--- config.mk ---
export PLATFORM = sky130hd
export DESIGN_NAME = serial_adder_ctrl_flat
export DESIGN_NICKNAME = d
export VERILOG_FILES = /design/src/rtl/serial_adder_ctrl_pkg.sv /design/src/rtl/serial_adder_ctrl_if.sv /design/src/rtl/serial_adder_ctrl_fa_cell.sv /design/src/rtl/serial_adder_ctrl.sv /design/src/flat_wrapper.sv
export SDC_FILE = /design/constraint.sdc
export NUM_CORES = 1
export LEC_CHECK = 0
export ABC_AREA = 0
export BUFFER_PORTS_ARGS = -buffer_cell sky130_fd_sc_hd__buf_2
export CAP_MARGIN = 20
export CORE_UTILIZATION = 40
export CTS_CLUSTER_SIZE = 24
export DETAILED_ROUTE_END_ITERATION = 10
export HOLD_SLACK_MARGIN = 0.08
export SLEW_MARGIN = 5
export SYNTH_ARGS = -nofsm -noshare
export SYNTH_HDL_FRONTEND = slang
export SYNTH_HIERARCHICAL = 1
export SYNTH_SLANG_ARGS = --single-unit
--- constraint.sdc ---
create_clock -name clk -period 1.65 [get_ports clk]
set_input_delay 0.0825 -clock clk [delete_from_list [all_inputs] [get_ports clk]]
set_output_delay 0.0825 -clock clk [all_outputs]
set_load 0.01 [all_outputs]
--- src/rtl/serial_adder_ctrl_pkg.sv ---
// Shared constants for the bit-serial adder: FSM encodings and counter sizing.
package serial_adder_ctrl_pkg;

   localparam logic [1:0] S_IDLE = 2'd0;
   localparam logic [1:0] S_RUN  = 2'd1;
   localparam logic [1:0] S_DONE = 2'd2;

   // Bit-step counter width: $clog2(width), never less than one bit.
   function automatic int calc_cnt_w(input int width);
      return (width <= 2) ? 1 : $clog2(width);
   endfunction

   // Counter width for the default 8-bit configuration.
   localparam int CNT_W = calc_cnt_w(8);

endpackage

--- src/rtl/serial_adder_ctrl_if.sv ---
// Operand/result bundle between an operand source (master) and the serial adder (slave).
interface serial_adder_ctrl_if #(
   parameter int WIDTH = 8
);
   logic             start;
   logic [WIDTH-1:0] a;
   logic [WIDTH-1:0] b;
   logic             ci;
   logic             busy;
   logic             done;
   logic [WIDTH-1:0] sum;
   logic             cout;

   modport master (output start, a, b, ci, input busy, done, sum, cout);
   modport slave  (input start, a, b, ci, output busy, done, sum, cout);
endinterface

--- src/rtl/serial_adder_ctrl_fa_cell.sv ---
// Single-bit combinational full adder, reused once per bit step by the serial adder.
module fa_cell (
   input  logic a,
   input  logic b,
   input  logic ci,
   output logic sum,
   output logic cout
);
   assign sum  = a ^ b ^ ci;
   assign cout = (a & b) | (a & ci) | (b & ci);
endmodule

--- src/rtl/serial_adder_ctrl.sv ---
// Bit-serial WIDTH-bit adder: one full-adder cell walked over the operands LSB first,
// carry held in a flip-flop between steps; sum/cout registered on completion.
module serial_adder_ctrl
   import serial_adder_ctrl_pkg::*;
#(
   parameter int WIDTH = 8
) (
   input logic                clk,
   input logic                rst,
   serial_adder_ctrl_if.slave bus
);

   localparam int                 CW       = calc_cnt_w(WIDTH);
   localparam logic [CW-1:0]      LAST_CNT = CW'(WIDTH - 1);

   logic [1:0]       state_q, state_d;
   logic [CW-1:0]    cnt_q, cnt_d;
   logic             carry_q, carry_d;
   logic [WIDTH-1:0] a_sr_q, a_sr_d;
   logic [WIDTH-1:0] b_sr_q, b_sr_d;
   logic [WIDTH-1:0] ps_q, ps_d;
   logic [WIDTH-1:0] sum_q, sum_d;
   logic             cout_q, cout_d;
   logic             done_q, done_d;
   logic             fa_s, fa_c;

   fa_cell u_fa (
      .a    (a_sr_q[0]),
      .b    (b_sr_q[0]),
      .ci   (carry_q),
      .sum  (fa_s),
      .cout (fa_c)
   );

   // Next-state logic: accept in IDLE, one bit per cycle in RUN, one-cycle DONE pulse.
   always_comb begin
      state_d = state_q;
      cnt_d   = cnt_q;
      carry_d = carry_q;
      a_sr_d  = a_sr_q;
      b_sr_d  = b_sr_q;
      ps_d    = ps_q;
      sum_d   = sum_q;
      cout_d  = cout_q;
      done_d  = 1'b0;
      case (state_q)
         S_IDLE: begin
            if (bus.start) begin
               a_sr_d  = bus.a;
               b_sr_d  = bus.b;
               carry_d = bus.ci;
               cnt_d   = '0;
               ps_d    = '0;
               state_d = S_RUN;
            end
         end
         S_RUN: begin
            // New sum bit enters at the MSB so that after WIDTH steps bit 0 is the LSB.
            ps_d            = ps_q >> 1;
            ps_d[WIDTH-1]   = fa_s;
            a_sr_d          = a_sr_q >> 1;
            b_sr_d          = b_sr_q >> 1;
            carry_d         = fa_c;
            cnt_d           = cnt_q + CW'(1);
            if (cnt_q == LAST_CNT) begin
               sum_d   = ps_d;
               cout_d  = fa_c;
               done_d  = 1'b1;
               state_d = S_DONE;
            end
         end
         S_DONE: begin
            state_d = S_IDLE;
         end
         default: begin
            state_d = S_IDLE;
         end
      endcase
   end

   // State and datapath registers; reset clears everything and aborts any operation.
   always_ff @(posedge clk) begin
      if (rst) begin
         state_q <= S_IDLE;
         cnt_q   <= '0;
         carry_q <= 1'b0;
         a_sr_q  <= '0;
         b_sr_q  <= '0;
         ps_q    <= '0;
         sum_q   <= '0;
         cout_q  <= 1'b0;
         done_q  <= 1'b0;
      end else begin
         state_q <= state_d;
         cnt_q   <= cnt_d;
         carry_q <= carry_d;
         a_sr_q  <= a_sr_d;
         b_sr_q  <= b_sr_d;
         ps_q    <= ps_d;
         sum_q   <= sum_d;
         cout_q  <= cout_d;
         done_q  <= done_d;
      end
   end

   assign bus.busy = (state_q != S_IDLE);
   assign bus.done = done_q;
   assign bus.sum  = sum_q;
   assign bus.cout = cout_q;

endmodule

--- src/flat_wrapper.sv ---
// flat-port wrapper written by rule: the top's interface ports become plain ports
module serial_adder_ctrl_flat import serial_adder_ctrl_pkg::*;
#(
   parameter int WIDTH = 8
)
  (clk, rst, bus_start, bus_a, bus_b, bus_ci, bus_busy, bus_done, bus_sum, bus_cout);
  serial_adder_ctrl_if #(.WIDTH(WIDTH)) bus_i ();
  input logic clk;
  input logic rst;
  input wire logic [$bits(bus_i.start)-1:0] bus_start;
  input wire logic [$bits(bus_i.a)-1:0] bus_a;
  input wire logic [$bits(bus_i.b)-1:0] bus_b;
  input wire logic [$bits(bus_i.ci)-1:0] bus_ci;
  output wire logic [$bits(bus_i.busy)-1:0] bus_busy;
  output wire logic [$bits(bus_i.done)-1:0] bus_done;
  output wire logic [$bits(bus_i.sum)-1:0] bus_sum;
  output wire logic [$bits(bus_i.cout)-1:0] bus_cout;
  assign bus_i.start = bus_start;
  assign bus_i.a = bus_a;
  assign bus_i.b = bus_b;
  assign bus_i.ci = bus_ci;
  assign bus_busy = bus_i.busy;
  assign bus_done = bus_i.done;
  assign bus_sum = bus_i.sum;
  assign bus_cout = bus_i.cout;
  serial_adder_ctrl #(.WIDTH(WIDTH)) u_core (.clk(clk), .rst(rst), .bus(bus_i));
endmodule
# After elaboration in Yosys (flattened, before gate mapping)

Index checks and enable logic that the tools add are counted.

Register bits: 40
Latch bits: 0
RAM bits: 0
ROM bits: 0
Output and inout bits: 11
Logic and storage cells: 43
Memories kept: 0

Add/sub/neg operators: 1
Multiply operators: 0
Divide/modulo/power cells: 0
$lt $le $gt $ge: 0
Equal/unequal tests: 4
Shift operators: 0
Mux-type cells: 14
Bitwise operators: 8
Reduce and logical (&&, ||, !) cells: 7

Operator list:

| operator            | count |
|---|---|
| $pmux 8 s2          | 3 |
| $mux 8              | 3 |
| $pmux 3 s2          | 1 |
| $reduce_and 2->1    | 3 |
| $mux 2              | 2 |
| $pmux 2 s2          | 1 |
| $reduce_bool 2->1   | 2 |
| $add 3x1->3 const B | 1 |
| $and 1x1->1         | 3 |
| $eq 3x3->1 const B  | 1 |
| $mux 3              | 1 |
| $eq 2x1->1 const B  | 1 |
| $logic_not 2->1     | 1 |
| $mux 1              | 2 |
| $ne 2x1->1 const B  | 1 |
| $ne 2x2->1 const B  | 1 |
| $or 1x1->1          | 2 |
| $pmux 1 s2          | 1 |
| $reduce_or 2->1     | 1 |
| $xor 1x1->1         | 2 |
| $not 1->1           | 1 |

# Longest topological paths before layout

Gate-level depths: netlist (run 1).

Depth in word-level cells: 4
Gate-level depth with buffers: 6

# Hierarchy

Netlist (run 1), hierarchy kept.

Modules (own cells, without submodules):

| module            | instances | cells each | area each (sq um) |
|---|---|---|---|
| serial_adder_ctrl | 1         | 162        | 1,537.7 |
| fa_cell           | 1         | 1          | 20.0 |

# Worst setup path after synthesis (run 1)

Ideal clock, no wire load.

Path kind: register to register
From: reg u_core.cnt_q[0]
To: reg u_core.sum_q[5], in the netlist u_core/bus.sum[5]
Setup time: 0.133 ns
Arrival time: 1.105 ns
Data required time: 1.517 ns
Path slack: 0.413 ns
Cell stages (with the launch flop): 7
Buffers on the path: 1
Clock period less this slack: 1.237 ns
Cells stage by stage: dfxtp_1 > ha_1 > ha_1 > and3b_1 > buf_2 > nand2_1 > a21oi_1

Longest elaborated chain between the ends: 2

RTL lines:

| item                       | line                     | source |
|---|---|---|
| start: declaration         | serial_adder_ctrl.sv:17  | `logic [CW-1:0] cnt_q, cnt_d;` |
| start signal: assignment   | serial_adder_ctrl.sv:95  | `cnt_q <= cnt_d;` |
| $eq 3x3->1                 | serial_adder_ctrl.sv:65  | `if (cnt_q == LAST_CNT) begin` |
| $reduce_and 2->1 (no line) | -                        |  |
| end signal: assignment     | serial_adder_ctrl.sv:100 | `sum_q <= sum_d;` |
| end: declaration           | serial_adder_ctrl.sv:22  | `logic [WIDTH-1:0] sum_q, sum_d;` |

Every way passes these cells.
A chain may end at the register's enable or synchronous reset.

# Worst setup path in the final report (run 1)

From: reg u_core.cnt_q[0]
To: reg u_core.sum_q[2], in the netlist u_core/bus.sum[2]

The elaborated chain is that of the path after synthesis.

==> impl_results.html, run 1 <==
<table>
<tr><th>Metric</th><th>Value</th></tr>
<tr><th colspan="2">Timing</th></tr>
<tr><td>Final number of max-transition violations</td><td>0</td></tr>
<tr><td>Unrepaired setup endpoints after global routing</td><td>no</td></tr>
<tr><td>Post-route minimum period</td><td>around 1.4 ns</td></tr>
<tr><td>Minimum hold slack</td><td>about 0.14 ns</td></tr>
<tr><td>Achievable clock frequency</td><td>around 0.73 GHz</td></tr>
<tr><td>Final hold violations</td><td>0</td></tr>
<tr><td>Clock Skews</td><td>0.00270 ns</td></tr>
<tr><td>Final cycle utilization of the critical path</td><td>0.832</td></tr>
<tr><td>Final sum of negative setup slack</td><td>0 ns</td></tr>
<tr><td>Slew @ Worst Pin</td><td>around 0.76 ns</td></tr>
<tr><td>Final setup viols</td><td>0</td></tr>
<tr><td>Worst rel slew slack</td><td>0.495</td></tr>
<tr><th colspan="2">Synthesis</th></tr>
<tr><td>Mean area per synthesized cell</td><td>about 9.6 um2</td></tr>
<tr><td>Cell area after synthesis</td><td>roughly 1600 um2</td></tr>
<tr><td>Net Count, Synth</td><td>between 150 and 200</td></tr>
<tr><td>Warning count from the yosys run</td><td>6</td></tr>
<tr><td>Post-synthesis instance total</td><td>roughly 160</td></tr>
<tr><td>Flip-flop and latch count after synthesis</td><td>39</td></tr>
<tr><td>Sequential area share after synthesis</td><td>0.501</td></tr>
<tr><td>Yosys cell types</td><td>24</td></tr>
<tr><th colspan="2">Power</th></tr>
<tr><td>Sequential fraction of design power</td><td>0.537</td></tr>
<tr><td>Leak pwr</td><td>~0.78 nW</td></tr>
<tr><td>Power density of the placed cells</td><td>about 1000 nW/um2</td></tr>
<tr><td>Clock network fraction of total power</td><td>0.361</td></tr>
<tr><td>Switching power of the nets</td><td>422 uW</td></tr>
<tr><td>Combinational Power Share</td><td>0.101</td></tr>
<tr><td>Switching power as a share of total power</td><td>0.224</td></tr>
<tr><td>Largest vdd supply drop</td><td>0.575 mV</td></tr>
<tr><td>Internal cell power</td><td>about 1.5 mW</td></tr>
<tr><th colspan="2">Finish</th></tr>
<tr><td>Area growth from synthesis to layout</td><td>18.5%</td></tr>
<tr><td>Most common cell after layout, fill and taps aside</td><td>dfxtp_1</td></tr>
<tr><td>Final net count</td><td>approximately 220</td></tr>
<tr><td>Antenna Diode Count</td><td>0</td></tr>
<tr><td>Layout cells sized above 1</td><td>0.222</td></tr>
<tr><td>Final non-filler cell total</td><td>approximately 240</td></tr>
<tr><td>Commonest non-fill, non-tap cells in the layout</td><td>dfxtp_1, buf_2, nor2_1, nand2_1</td></tr>
<tr><th colspan="2">Clock tree</th></tr>
<tr><td>Hold-fix buffer count after cts</td><td>2</td></tr>
<tr><td>Bufs on Longest Clock Path</td><td>2</td></tr>
<tr><td>CTS tree</td><td>done</td></tr>
<tr><td>Clock slew at the register clock pins of the worst setup and hold paths</td><td>about 0.070 ns</td></tr>
<tr><td>Number of clock sinks</td><td>39</td></tr>
<tr><td>Clock buffer count from CTS</td><td>5</td></tr>
<tr><td>Root buffer cell</td><td>clkbuf_8</td></tr>
<tr><td>H-tree levels</td><td>2</td></tr>
<tr><td>Number of gates given a new drive strength after cts</td><td>0</td></tr>
<tr><td>Later-pin clock latency in the skew report</td><td>0.28 ns</td></tr>
<tr><td>Number of setup buffers added after CTS</td><td>0</td></tr>
<tr><th colspan="2">Floorplan</th></tr>
<tr><td>Die boundary width</td><td>~64 um</td></tr>
<tr><td>Chip Height</td><td>approximately 64 um</td></tr>
<tr><td>Num ports</td><td>31</td></tr>
<tr><td>Site Rows</td><td>22</td></tr>
<tr><td>Initial Util</td><td>0.422</td></tr>
<tr><td>Die Outline Area</td><td>slightly above 4000 um2</td></tr>
<tr><td>Area of the core</td><td>roughly 3700 um2</td></tr>
<tr><th colspan="2">Route</th></tr>
<tr><td>DRC violations left</td><td>0</td></tr>
<tr><td>Antenna viol nets, final</td><td>0</td></tr>
<tr><td>Via count</td><td>1164</td></tr>
<tr><td>Wire length reported by the detailed router</td><td>about 2800 um</td></tr>
<tr><td>First-pass iteration count of the detailed router</td><td>4</td></tr>
<tr><td>Routed wire per std cell</td><td>between 10 and 15 um</td></tr>
<tr><td>Starting DRT DRC Count</td><td>between 60 and 70</td></tr>
<tr><td>DR vias/cell</td><td>4.81</td></tr>
<tr><th colspan="2">Global routing</th></tr>
<tr><td>Antenna violations before repair</td><td>0</td></tr>
<tr><td>Wire length of the first global-routing pass</td><td>roughly 4800 um</td></tr>
<tr><td>Largest net degree at the start of global routing</td><td>40</td></tr>
<tr><td>Via count of the first global-routing pass</td><td>around 1100</td></tr>
<tr><td>Total overflow reported by the global router</td><td>0</td></tr>
<tr><td>Aggregate global-route resource usage</td><td>0.155</td></tr>
<tr><th colspan="2">Place</th></tr>
<tr><td>Number of port buffers</td><td>30</td></tr>
<tr><td>Sum of net half-perimeters after detailed placement</td><td>between 1500 and 2000 um</td></tr>
<tr><td>Placer congestion estimate</td><td>around 0.7</td></tr>
<tr><td>Number of instances in the placed design</td><td>between 200 and 250</td></tr>
<tr><th colspan="2">Worst hold path</th></tr>
<tr><td>Hold WC Path Type</td><td>input pin to register</td></tr>
<tr><th colspan="2">Worst setup path</th></tr>
<tr><td>Type of element capturing the critical path</td><td>register</td></tr>
<tr><td>Data arrival time at the worst-slack endpoint</td><td>between 1.5 and 2 ns</td></tr>
<tr><td>Worst Setup Start Kind</td><td>register</td></tr>
<tr><td>Data required time at the worst endpoint</td><td>approximately 1.8 ns</td></tr>
<tr><td>Worst setup path class</td><td>register to register</td></tr>
<tr><td>CP max FO</td><td>11</td></tr>
<tr><th colspan="2">Run status</th></tr>
<tr><td>Result of the run</td><td>complete, no violations</td></tr>
<tr><th colspan="2">Flow run</th></tr>
<tr><td>Max-cap violation count</td><td>0</td></tr>
</table>
## cells by family (layout without fill, tap and decap cells)
| family | count (synthesis) | in the layout | share of synthesized area |
|---|---|---|---|
| AO/OA/AOI/OAI | 38 | 38 | 0.170 |
| flip-flops | 39 | 39 | 0.501 |
| AND/OR/NAND/NOR | 53 | 53 | 0.140 |
| multiplexers | 16 | 16 | 0.103 |
| adder cells (fa/ha/maj) | 3 | 3 | 0.0289 |
| buffers and inverters | 14 | 45 | 0.0570 |
## layout make-up
class | instances | area [um2]
clock buffer | 8 | 100
fill | 354 | 1840
inverter | 1 | 3.75
multi-input combinational | 110 | 688
sequential | 39 | 781
tap | 48 | 60.1
timing repair buffer | 36 | 213
## state kept, by name (all words and copies together), names as in the netlist
register,flops
u_core/a_sr_q,8
u_core/b_sr_q,8
u_core/bus.cout,1
u_core/bus.done,1
u_core/bus.sum,8
u_core/carry_q,1
u_core/cnt_q,3
u_core/ps_q,7
u_core/state_q,2
## routing by layer
metal / up-vias / GRT usage / routed length (um)
li1: 629 / - / -
met1: 509 / 0.183 / 1350
met2: 21 / 0.242 / 1240
met3: 5 / 0.0625 / 144
met4: 0 / 0.0750 / 51
met5: - / 0 / 0
## critical path, cell delays in order, from the launching register on
cell      delay (ns)
dfxtp_1         0.35
ha_1            0.15
ha_1            0.17
nand3b_1        0.31
nand2_1         0.17
a21oi_1         0.07
## path summary, 6_finish.rpt
kind                     startpoint  slack, ns           endpoint  cells past startpoint
setup / recovery    u_core/cnt_q[0]       0.28  u_core/bus.sum[2]                      5
hold / removal             bus_a[3]       0.14   u_core/a_sr_q[3]                      3
setup reg to reg    u_core/cnt_q[0]       0.28  u_core/bus.sum[2]                      5
hold reg to reg   u_core/bus.sum[1]       0.46  u_core/bus.sum[1]                      2
## synth_stat cells
| master | n | share of area |
|---|---|---|
| o21ba_2 | 1 | 0.0064 |
| clkbuf_2 | 1 | 0.0032 |
| buf_12 | 1 | 0.013 |
| a21oi_1 | 9 | 0.029 |
| fa_1 | 1 | 0.013 |
| inv_1 | 1 | 0.0024 |
| nand3b_1 | 1 | 0.0048 |
| o21bai_1 | 1 | 0.0048 |
| nor3_1 | 1 | 0.0032 |
| nor2_1 | 29 | 0.070 |
| and3b_1 | 1 | 0.0056 |
| dfxtp_1 | 39 | 0.50 |
| nand2_1 | 18 | 0.043 |
| nor3b_1 | 1 | 0.0048 |
| or2_2 | 1 | 0.0040 |
| mux2i_1 | 16 | 0.10 |
| nor2b_1 | 1 | 0.0040 |
| a211oi_1 | 16 | 0.077 |
| buf_4 | 1 | 0.0048 |
| buf_2 | 6 | 0.019 |
| buf_6 | 1 | 0.0072 |
| ha_1 | 2 | 0.016 |
| clkbuf_1 | 3 | 0.0072 |
| a22oi_1 | 11 | 0.053 |
## power by group through the flow
| stage | Sequential (mW) | Combinational, mW | Clock [mW] |
|---|---|---|---|
| finish | 1.01 | 0.190 | 0.680 |
| global route | 1.01 | 0.214 | 0.747 |
| CTS | 1.01 | 0.193 | 0.706 |
| detailed placement | 1.03 | 0.188 | 0 |
| global placement | 1.03 | 0.183 | 0 |
| floorplan | 1.02 | 0.144 | 0 |
## per-stage QoR
step | area [um2] | worst slack (ns) | power, mW | utilization
global placement | 1730 | 0.318 | 1.21 | 0.468
global route | 1850 | 0.0400 | 1.98 | 0.500
finish | 1850 | 0.277 | 1.88 | 0.500
detailed placement | 1730 | 0.255 | 1.22 | 0.468
floorplan | 1560 | 0.413 | 1.17 | -
CTS | 1850 | 0.244 | 1.91 | 0.500
Power figures use the tool's default switching activity.
==> run 2: changes to the inputs <==
Clock period 1.65 ns to 1.3 ns, I/O delays scaled along.
==> run 2 against run 1 <==
Combinational power grew 44%. Power grew 23%. Die area is the same. Setup slack lost 0.25 ns. Core utilization grew 2.3 points. Critical path depth shrank 2. Routed wire length grew 9.4%. Largest cell class unchanged.
==> impl_results.html, run 2 (synthesized netlist as in run 1, its figures left out) <==
<table>
<tr><th>Metric</th><th>Value</th></tr>
<tr><th colspan="2">Worst setup path</th></tr>
<tr><td>Data arrival time at the worst-slack endpoint</td><td>1.21 ns (was 1.52 ns)</td></tr>
<tr><td>CP max FO</td><td>7 (was 11)</td></tr>
<tr><td>Bufs and invs on worst path</td><td>2 (was 0)</td></tr>
<tr><td>CP Cell Sequence</td><td>buf_4 -&gt; or2_2 -&gt; buf_2 (was ha_1 -&gt; ha_1 -&gt; nand3b_1 -&gt; nand2_1 -&gt; a21oi_1)</td></tr>
<tr><td>Beginning of the worst register-to-register path</td><td>u_core/cnt_q[0] (unchanged)</td></tr>
<tr><td>Data required time at the worst endpoint</td><td>1.24 ns (was 1.79 ns)</td></tr>
<tr><td>Worst setup path class</td><td>register to primary output (was register to register)</td></tr>
<tr><td>Slowest-stage cell, CP</td><td>dfxtp_2 (was dfxtp_1)</td></tr>
<tr><td>R2R Setup Slk</td><td>0.04 ns (was 0.28 ns)</td></tr>
<tr><td>Worst Setup Start Kind</td><td>register (unchanged)</td></tr>
<tr><td>Cell type group with the largest total delay on the critical path</td><td>flip-flops (was simple AND/OR/NAND/NOR gates)</td></tr>
<tr><td>Type of element capturing the critical path</td><td>primary output (was register)</td></tr>
<tr><td>Launching element of the worst setup path</td><td>u_core/state_q[0] (was u_core/cnt_q[0])</td></tr>
<tr><td>Worst stage delay on the critical path</td><td>0.36 ns (was 0.35 ns)</td></tr>
<tr><th colspan="2">Finish</th></tr>
<tr><td>Sequential Area</td><td>785 um2 (was 781 um2)</td></tr>
<tr><td>Non-Filler Cell Area, Final</td><td>1930 um2 (was 1850 um2)</td></tr>
<tr><td>Area growth from synthesis to layout</td><td>23.9% (was 18.5%)</td></tr>
<tr><td>Fill cell count</td><td>370 (was 354)</td></tr>
<tr><td>Layout cells sized above 1</td><td>0.278 (was 0.222)</td></tr>
<tr><td>Final net count</td><td>220 (was 216)</td></tr>
<tr><td>Commonest non-fill, non-tap cells in the layout</td><td>dfxtp_1, buf_2, nor2_1, nand2_1, mux2i_1 (was dfxtp_1, buf_2, nor2_1, nand2_1)</td></tr>
<tr><td>Area of combinational cells with multiple inputs</td><td>716 um2 (was 688 um2)</td></tr>
<tr><td>Most common cell after layout, fill and taps aside</td><td>dfxtp_1 (unchanged)</td></tr>
<tr><td>Antenna Diode Count</td><td>0 (unchanged)</td></tr>
<tr><td>Final non-filler cell total</td><td>246 (was 242)</td></tr>
<tr><th colspan="2">Timing</th></tr>
<tr><td>Final sum of negative setup slack</td><td>0 ns (unchanged)</td></tr>
<tr><td>Final number of max-transition violations</td><td>0 (unchanged)</td></tr>
<tr><td>Worst rel slew slack</td><td>0.686 (was 0.495)</td></tr>
<tr><td>Clock Skews</td><td>0.00716 ns (was 0.00270 ns)</td></tr>
<tr><td>Final cycle utilization of the critical path</td><td>0.981</td></tr>
<tr><td>Final hold violations</td><td>0 (unchanged)</td></tr>
<tr><td>Achievable clock frequency</td><td>a little under 0.8 GHz</td></tr>
<tr><td>Minimum hold slack</td><td>0.114 ns (was 0.135 ns)</td></tr>
<tr><td>Unrepaired setup endpoints after global routing</td><td>yes (was no)</td></tr>
<tr><td>Slew @ Worst Pin</td><td>0.471 ns (was 0.756 ns)</td></tr>
<tr><td>Post-route minimum period</td><td>about 1.3 ns</td></tr>
<tr><td>Final setup viols</td><td>0 (unchanged)</td></tr>
<tr><th colspan="2">Floorplan</th></tr>
<tr><td>Chip Height</td><td>64.4 um (unchanged)</td></tr>
<tr><td>Site Rows</td><td>22 (unchanged)</td></tr>
<tr><td>Die boundary width</td><td>64.4 um (unchanged)</td></tr>
<tr><td>Num ports</td><td>31 (unchanged)</td></tr>
<tr><td>Initial Util</td><td>0.422 (unchanged)</td></tr>
<tr><td>Area of the core</td><td>3690 um2 (unchanged)</td></tr>
<tr><td>Die Outline Area</td><td>4150 um2 (unchanged)</td></tr>
<tr><th colspan="2">Route</th></tr>
<tr><td>DR vias/cell</td><td>5.07 (was 4.81)</td></tr>
<tr><td>DRC violations left</td><td>0 (unchanged)</td></tr>
<tr><td>Via count</td><td>1246 (was 1164)</td></tr>
<tr><td>Starting DRT DRC Count</td><td>70 (was 64)</td></tr>
<tr><td>Wire length reported by the detailed router</td><td>3040 um (was 2780 um)</td></tr>
<tr><td>Antenna viol nets, final</td><td>0 (unchanged)</td></tr>
<tr><td>First-pass iteration count of the detailed router</td><td>4 (unchanged)</td></tr>
<tr><td>Routed wire per std cell</td><td>12.4 um (was 11.5 um)</td></tr>
<tr><th colspan="2">Global routing</th></tr>
<tr><td>Largest net degree at the start of global routing</td><td>31 (was 40)</td></tr>
<tr><td>Aggregate global-route resource usage</td><td>0.160 (was 0.155)</td></tr>
<tr><td>Via count of the first global-routing pass</td><td>1191 (was 1096)</td></tr>
<tr><td>Antenna violations before repair</td><td>0 (unchanged)</td></tr>
<tr><td>Wire length of the first global-routing pass</td><td>5110 um (was 4790 um)</td></tr>
<tr><td>Total overflow reported by the global router</td><td>0 (unchanged)</td></tr>
<tr><th colspan="2">Power</th></tr>
<tr><td>Power density of the placed cells</td><td>1200 nW/um2 (was 1020 nW/um2)</td></tr>
<tr><td>Overall power after layout</td><td>2.31 mW (was 1.88 mW)</td></tr>
<tr><td>Leak pwr</td><td>0.810 nW (was 0.775 nW)</td></tr>
<tr><td>Largest vdd supply drop</td><td>0.709 mV (was 0.575 mV)</td></tr>
<tr><th colspan="2">Place</th></tr>
<tr><td>Number of port buffers</td><td>30 (unchanged)</td></tr>
<tr><td>Cell area reported after detailed placement</td><td>1770 um2 (was 1730 um2)</td></tr>
<tr><td>Sum of net half-perimeters after detailed placement</td><td>1960 um (was 1890 um)</td></tr>
<tr><td>Placer congestion estimate</td><td>0.686 (was 0.702)</td></tr>
<tr><td>Number of instances in the placed design</td><td>234 (was 232)</td></tr>
<tr><th colspan="2">Clock tree</th></tr>
<tr><td>Clock slew at the register clock pins of the worst setup and hold paths</td><td>0.07 ns (about the same)</td></tr>
<tr><td>Bufs on Longest Clock Path</td><td>2 (unchanged)</td></tr>
<tr><td>Number of clock sinks</td><td>39 (unchanged)</td></tr>
<tr><td>H-tree levels</td><td>2 (unchanged)</td></tr>
<tr><td>Clock buffer count from CTS</td><td>5 (unchanged)</td></tr>
<tr><td>Later-pin clock latency in the skew report</td><td>0.28 ns (about the same)</td></tr>
<tr><td>CTS tree</td><td>done (unchanged)</td></tr>
<tr><td>Root buffer cell</td><td>clkbuf_8 (unchanged)</td></tr>
<tr><th colspan="2">Flow run</th></tr>
<tr><td>Max-cap violation count</td><td>0 (unchanged)</td></tr>
<tr><th colspan="2">Worst hold path</th></tr>
<tr><td>Hold WC Path Type</td><td>input pin to register (unchanged)</td></tr>
<tr><td>Worst Hold Launch</td><td>bus_b[4] (was bus_a[3])</td></tr>
<tr><th colspan="2">Run status</th></tr>
<tr><td>Result of the run</td><td>complete, no violations (unchanged)</td></tr>
</table>
run 2: metrics by stage:
stage	setup WS [ns]	utilization
after global routing	-0.0654	0.523
after CTS	0.0142	0.511
after detailed placement	-0.103	0.479
final	0.0249	0.523
after global placement	-0.0264	0.479
after floorplan	0.0629	-
run 2: timing repair:
| action | in CTS | in global routing |
|---|---|---|
| setup endpoints to repair | 21 | 13 |
| endpoints found under the hold margin | 2 | 0 |
| resized for setup | 4 | 6 |
| cloned | 0 | 1 |
| setup buffers | 1 | 0 |
| hold buffers | 2 | 0 |
run 2: worst reg2reg max path, cell delays in order, from the launching register on:
cell and delay [ns]:
dfxtp_2 0.33, ha_1 0.19, ha_2 0.18, nand3b_1 0.15, buf_12 0.14, nand2_1 0.06, a21oi_1 0.13
run 2: path summary, 6_finish.rpt:
path                                          end  cells after the start
worst min-delay path             u_core/b_sr_q[4]                      3
worst max-delay path                     bus_busy                      3
worst max register to register  u_core/bus.sum[7]                      6
worst min register to register    u_core/cnt_q[0]                      1
run 2: metal layers:
layer | up-vias | GRT usage | routed length, um
met4 | 0 | 0.0667 | 29
li1 | 634 | - | -
met2 | 31 | 0.264 | 1430
met1 | 576 | 0.196 | 1440
met3 | 5 | 0.0375 | 138
met5 | - | 0 | 0
run 2: final cells by class:
class                      instances  area share
sequential                        39       0.406
clock buffer                       7      0.0395
tap                               48      0.0311
clock inverter                     1     0.00259
inverter                           1     0.00194
timing repair buffer              40       0.148
multi-input combinational        110       0.371
run 2: report_power, final:
part	internal, mW	switching (mW)	total, mW
Clock	0.376	0.376	0.752
Sequential	1.25	0.0339	1.28
Combinational	0.137	0.137	0.274
Total	1.76	0.547	2.31
==> run 3: changes to the inputs <==
Settings changed: BUFFER_PORTS_ARGS -buffer_cell sky130_fd_sc_hd__buf_2 to not set, DONT_BUFFER_PORTS set to 1.
Clock period 1.3 ns to 1.21 ns, I/O delays scaled along.
==> run 3 against run 2 <==
Sequential cell count did not move. Largest cell class unchanged. Critical path depth unchanged. First-iteration DRC count shrank 19%. Global-route usage shrank 0.29 points. Sequential power rose by 8%. Hold slack got worse by 0.021 ns. Highest routed layer unchanged. Sequential share of layout area shrank 1.6 points. Die area stayed put. Power increased by 21%.
==> impl_results.html, run 3 (synthesized netlist as in run 1, its figures left out) <==
<table>
<tr><th>Metric</th><th>Value</th></tr>
<tr><th colspan="2">Timing</th></tr>
<tr><td>Slew @ Worst Pin</td><td>0.305 ns (was 0.471 ns)</td></tr>
<tr><td>Final setup viols</td><td>0 (unchanged)</td></tr>
<tr><td>Clock Skews</td><td>0.00725 ns (was 0.00716 ns)</td></tr>
<tr><td>Final number of max-transition violations</td><td>0 (unchanged)</td></tr>
<tr><td>Achievable clock frequency</td><td>0.840 GHz</td></tr>
<tr><td>Unrepaired setup endpoints after global routing</td><td>yes (unchanged)</td></tr>
<tr><td>Worst rel slew slack</td><td>0.796 (was 0.686)</td></tr>
<tr><td>Final hold violations</td><td>0 (unchanged)</td></tr>
<tr><td>Final cycle utilization of the critical path</td><td>0.984</td></tr>
<tr><td>Post-route minimum period</td><td>1.19 ns</td></tr>
<tr><th colspan="2">Worst setup path</th></tr>
<tr><td>Data arrival time at the worst-slack endpoint</td><td>1.37 ns (was 1.21 ns)</td></tr>
<tr><td>Launching element of the worst setup path</td><td>u_core/carry_q (was u_core/state_q[0])</td></tr>
<tr><td>Worst Setup Start Kind</td><td>register (unchanged)</td></tr>
<tr><td>Beginning of the worst register-to-register path</td><td>u_core/carry_q (was u_core/cnt_q[0])</td></tr>
<tr><td>Worst setup path class</td><td>register to register (was register to primary output)</td></tr>
<tr><td>CP max FO</td><td>2 (was 7)</td></tr>
<tr><td>Data required time at the worst endpoint</td><td>1.39 ns (was 1.24 ns)</td></tr>
<tr><td>Type of element capturing the critical path</td><td>register (was primary output)</td></tr>
<tr><th colspan="2">Finish</th></tr>
<tr><td>Non-Filler Cell Area, Final</td><td>2020 um2 (was 1930 um2)</td></tr>
<tr><td>Area growth from synthesis to layout</td><td>29.9% (was 23.9%)</td></tr>
<tr><td>Antenna Diode Count</td><td>0 (unchanged)</td></tr>
<tr><td>Commonest non-fill, non-tap cells in the layout</td><td>dfxtp_1, nor2_1, dlygate4sd3_1, nand2_1 (was dfxtp_1, buf_2, nor2_1, nand2_1, mux2i_1)</td></tr>
<tr><td>Layout cells sized above 1</td><td>0.172 (was 0.278)</td></tr>
<tr><td>Most common cell after layout, fill and taps aside</td><td>dfxtp_1 (unchanged)</td></tr>
<tr><td>Fill cell count</td><td>334 (was 370)</td></tr>
<tr><td>Final net count</td><td>208 (was 220)</td></tr>
<tr><td>Final core occ</td><td>0.549 (was 0.523)</td></tr>
<tr><th colspan="2">Floorplan</th></tr>
<tr><td>Initial Util</td><td>0.422 (unchanged)</td></tr>
<tr><td>Chip Height</td><td>64.4 um (unchanged)</td></tr>
<tr><td>Die Outline Area</td><td>4150 um2 (unchanged)</td></tr>
<tr><td>Num ports</td><td>31 (unchanged)</td></tr>
<tr><td>Die boundary width</td><td>64.4 um (unchanged)</td></tr>
<tr><td>Area of the core</td><td>3690 um2 (unchanged)</td></tr>
<tr><td>Site Rows</td><td>22 (unchanged)</td></tr>
<tr><th colspan="2">Run status</th></tr>
<tr><td>Result of the run</td><td>complete, no violations (unchanged)</td></tr>
<tr><th colspan="2">Clock tree</th></tr>
<tr><td>Clock slew at the register clock pins of the worst setup and hold paths</td><td>0.08 ns (was 0.07 ns)</td></tr>
<tr><td>Root buffer cell</td><td>clkbuf_8 (unchanged)</td></tr>
<tr><td>CTS tree</td><td>done (unchanged)</td></tr>
<tr><td>Number of setup buffers added after CTS</td><td>0 (was 1)</td></tr>
<tr><td>H-tree levels</td><td>2 (unchanged)</td></tr>
<tr><td>Later-pin clock latency in the skew report</td><td>0.29 ns (was 0.28 ns)</td></tr>
<tr><td>Number of clock sinks</td><td>39 (unchanged)</td></tr>
<tr><td>Bufs on Longest Clock Path</td><td>2 (unchanged)</td></tr>
<tr><td>Clock buffer count from CTS</td><td>5 (unchanged)</td></tr>
<tr><th colspan="2">Global routing</th></tr>
<tr><td>Aggregate global-route resource usage</td><td>0.157 (was 0.160)</td></tr>
<tr><td>Wire length of the first global-routing pass</td><td>4950 um (was 5110 um)</td></tr>
<tr><td>Largest net degree at the start of global routing</td><td>40 (was 31)</td></tr>
<tr><td>Total overflow reported by the global router</td><td>0 (unchanged)</td></tr>
<tr><td>Via count of the first global-routing pass</td><td>1152 (was 1191)</td></tr>
<tr><td>Antenna violations before repair</td><td>0 (unchanged)</td></tr>
<tr><th colspan="2">Route</th></tr>
<tr><td>Antenna viol nets, final</td><td>0 (unchanged)</td></tr>
<tr><td>Routed wire per std cell</td><td>13.8 um (was 12.4 um)</td></tr>
<tr><td>DR vias/cell</td><td>5.25 (was 5.07)</td></tr>
<tr><td>DRC violations left</td><td>0 (unchanged)</td></tr>
<tr><td>Wire length reported by the detailed router</td><td>3230 um (was 3040 um)</td></tr>
<tr><td>Starting DRT DRC Count</td><td>57 (was 70)</td></tr>
<tr><td>Via count</td><td>1228 (was 1246)</td></tr>
<tr><td>First-pass iteration count of the detailed router</td><td>4 (unchanged)</td></tr>
<tr><th colspan="2">Place</th></tr>
<tr><td>Number of port buffers</td><td>0 (was 30)</td></tr>
<tr><td>Sum of net half-perimeters after detailed placement</td><td>1920 um (was 1960 um)</td></tr>
<tr><td>Cell area reported after detailed placement</td><td>1610 um2 (was 1770 um2)</td></tr>
<tr><td>Placer congestion estimate</td><td>0.747 (was 0.686)</td></tr>
<tr><th colspan="2">Flow run</th></tr>
<tr><td>Max-cap violation count</td><td>0 (unchanged)</td></tr>
<tr><th colspan="2">Power</th></tr>
<tr><td>Leak pwr</td><td>0.764 nW (was 0.810 nW)</td></tr>
<tr><td>Largest vdd supply drop</td><td>0.648 mV (was 0.709 mV)</td></tr>
<tr><td>Power density of the placed cells</td><td>1380 nW/um2 (was 1200 nW/um2)</td></tr>
<tr><th colspan="2">Worst hold path</th></tr>
<tr><td>Worst Hold Launch</td><td>bus_start (was bus_b[4])</td></tr>
<tr><td>Hold WC Path Type</td><td>input pin to register (unchanged)</td></tr>
</table>
## run 3: cell types whose count changed in the layout (fill, tap and decap cells not counted), sizes merged
cell,previous run,this run
dlygate4sd3,2,19
buf,37,8
and3b,1,2
clkbuf,8,6
bufinv,0,1
## run 3: what timing repair did
item,4_1_cts,5_1_grt
pin swaps,3,1
gates resized for setup,6,14
hold endpoints to repair,39,0
setup endpoints to repair,22,33
gates cloned,0,1
hold buffers,20,0
## run 3: worst paths after layout
check,end,slack [ns],depth (start not counted)
hold reg to reg,u_core/bus.sum[2],0.48,2
setup reg to reg,u_core/ps_q[7],0.02,3
hold / removal,u_core/ps_q[7],0.09,3
setup / recovery,u_core/ps_q[7],0.02,3
## run 3: final cells by class
class	instances	area [um2]	share of cell area
sequential	39	790	0.390
clock buffer	6	82.6	0.0408
clock inverter	2	35.0	0.0173
tap	48	60.1	0.0297
multi-input combinational	111	761	0.376
inverter	1	3.75	0.00186
timing repair buffer	27	292	0.144
## run 3: stage by stage
| stage | hold WS, ns | std cells | power [mW] | setup WS (ns) | setup TNS [ns] |
|---|---|---|---|---|---|
| after floorplan | 0.209 | 163 | 1.59 | 0.0123 | 0 |
| after global placement | 0.134 | 205 | 1.61 | -0.112 | -1.49 |
| after detailed placement | 0.136 | 205 | 1.62 | -0.143 | -2.10 |
| after CTS | 0.131 | 233 | 2.80 | -0.0268 | -0.160 |
| after global routing | 0.0927 | 234 | 2.93 | -0.0593 | -0.461 |
| final | 0.0927 | 234 | 2.80 | 0.0196 | 0 |
## run 3: per-layer routing
layer	vias up	routed length, um	GRT usage
met5	-	0	0
li1	615	-	-
met1	583	1500	0.195
met3	2	154	0.0571
met4	0	13	0.0583
met2	28	1560	0.246
## run 3: report_power, final
group	leakage, nW	internal [mW]	switching, mW
combinational	0.382	0.165	0.143
sequential	0.321	1.34	0.0411
clock	0.0612	0.667	0.438
## run 3: critical path: stages, from the launching register on
cell and delay (ns):
dfxtp_2 0.34, fa_1 0.52, a22oi_2 0.18, nor2_1 0.05
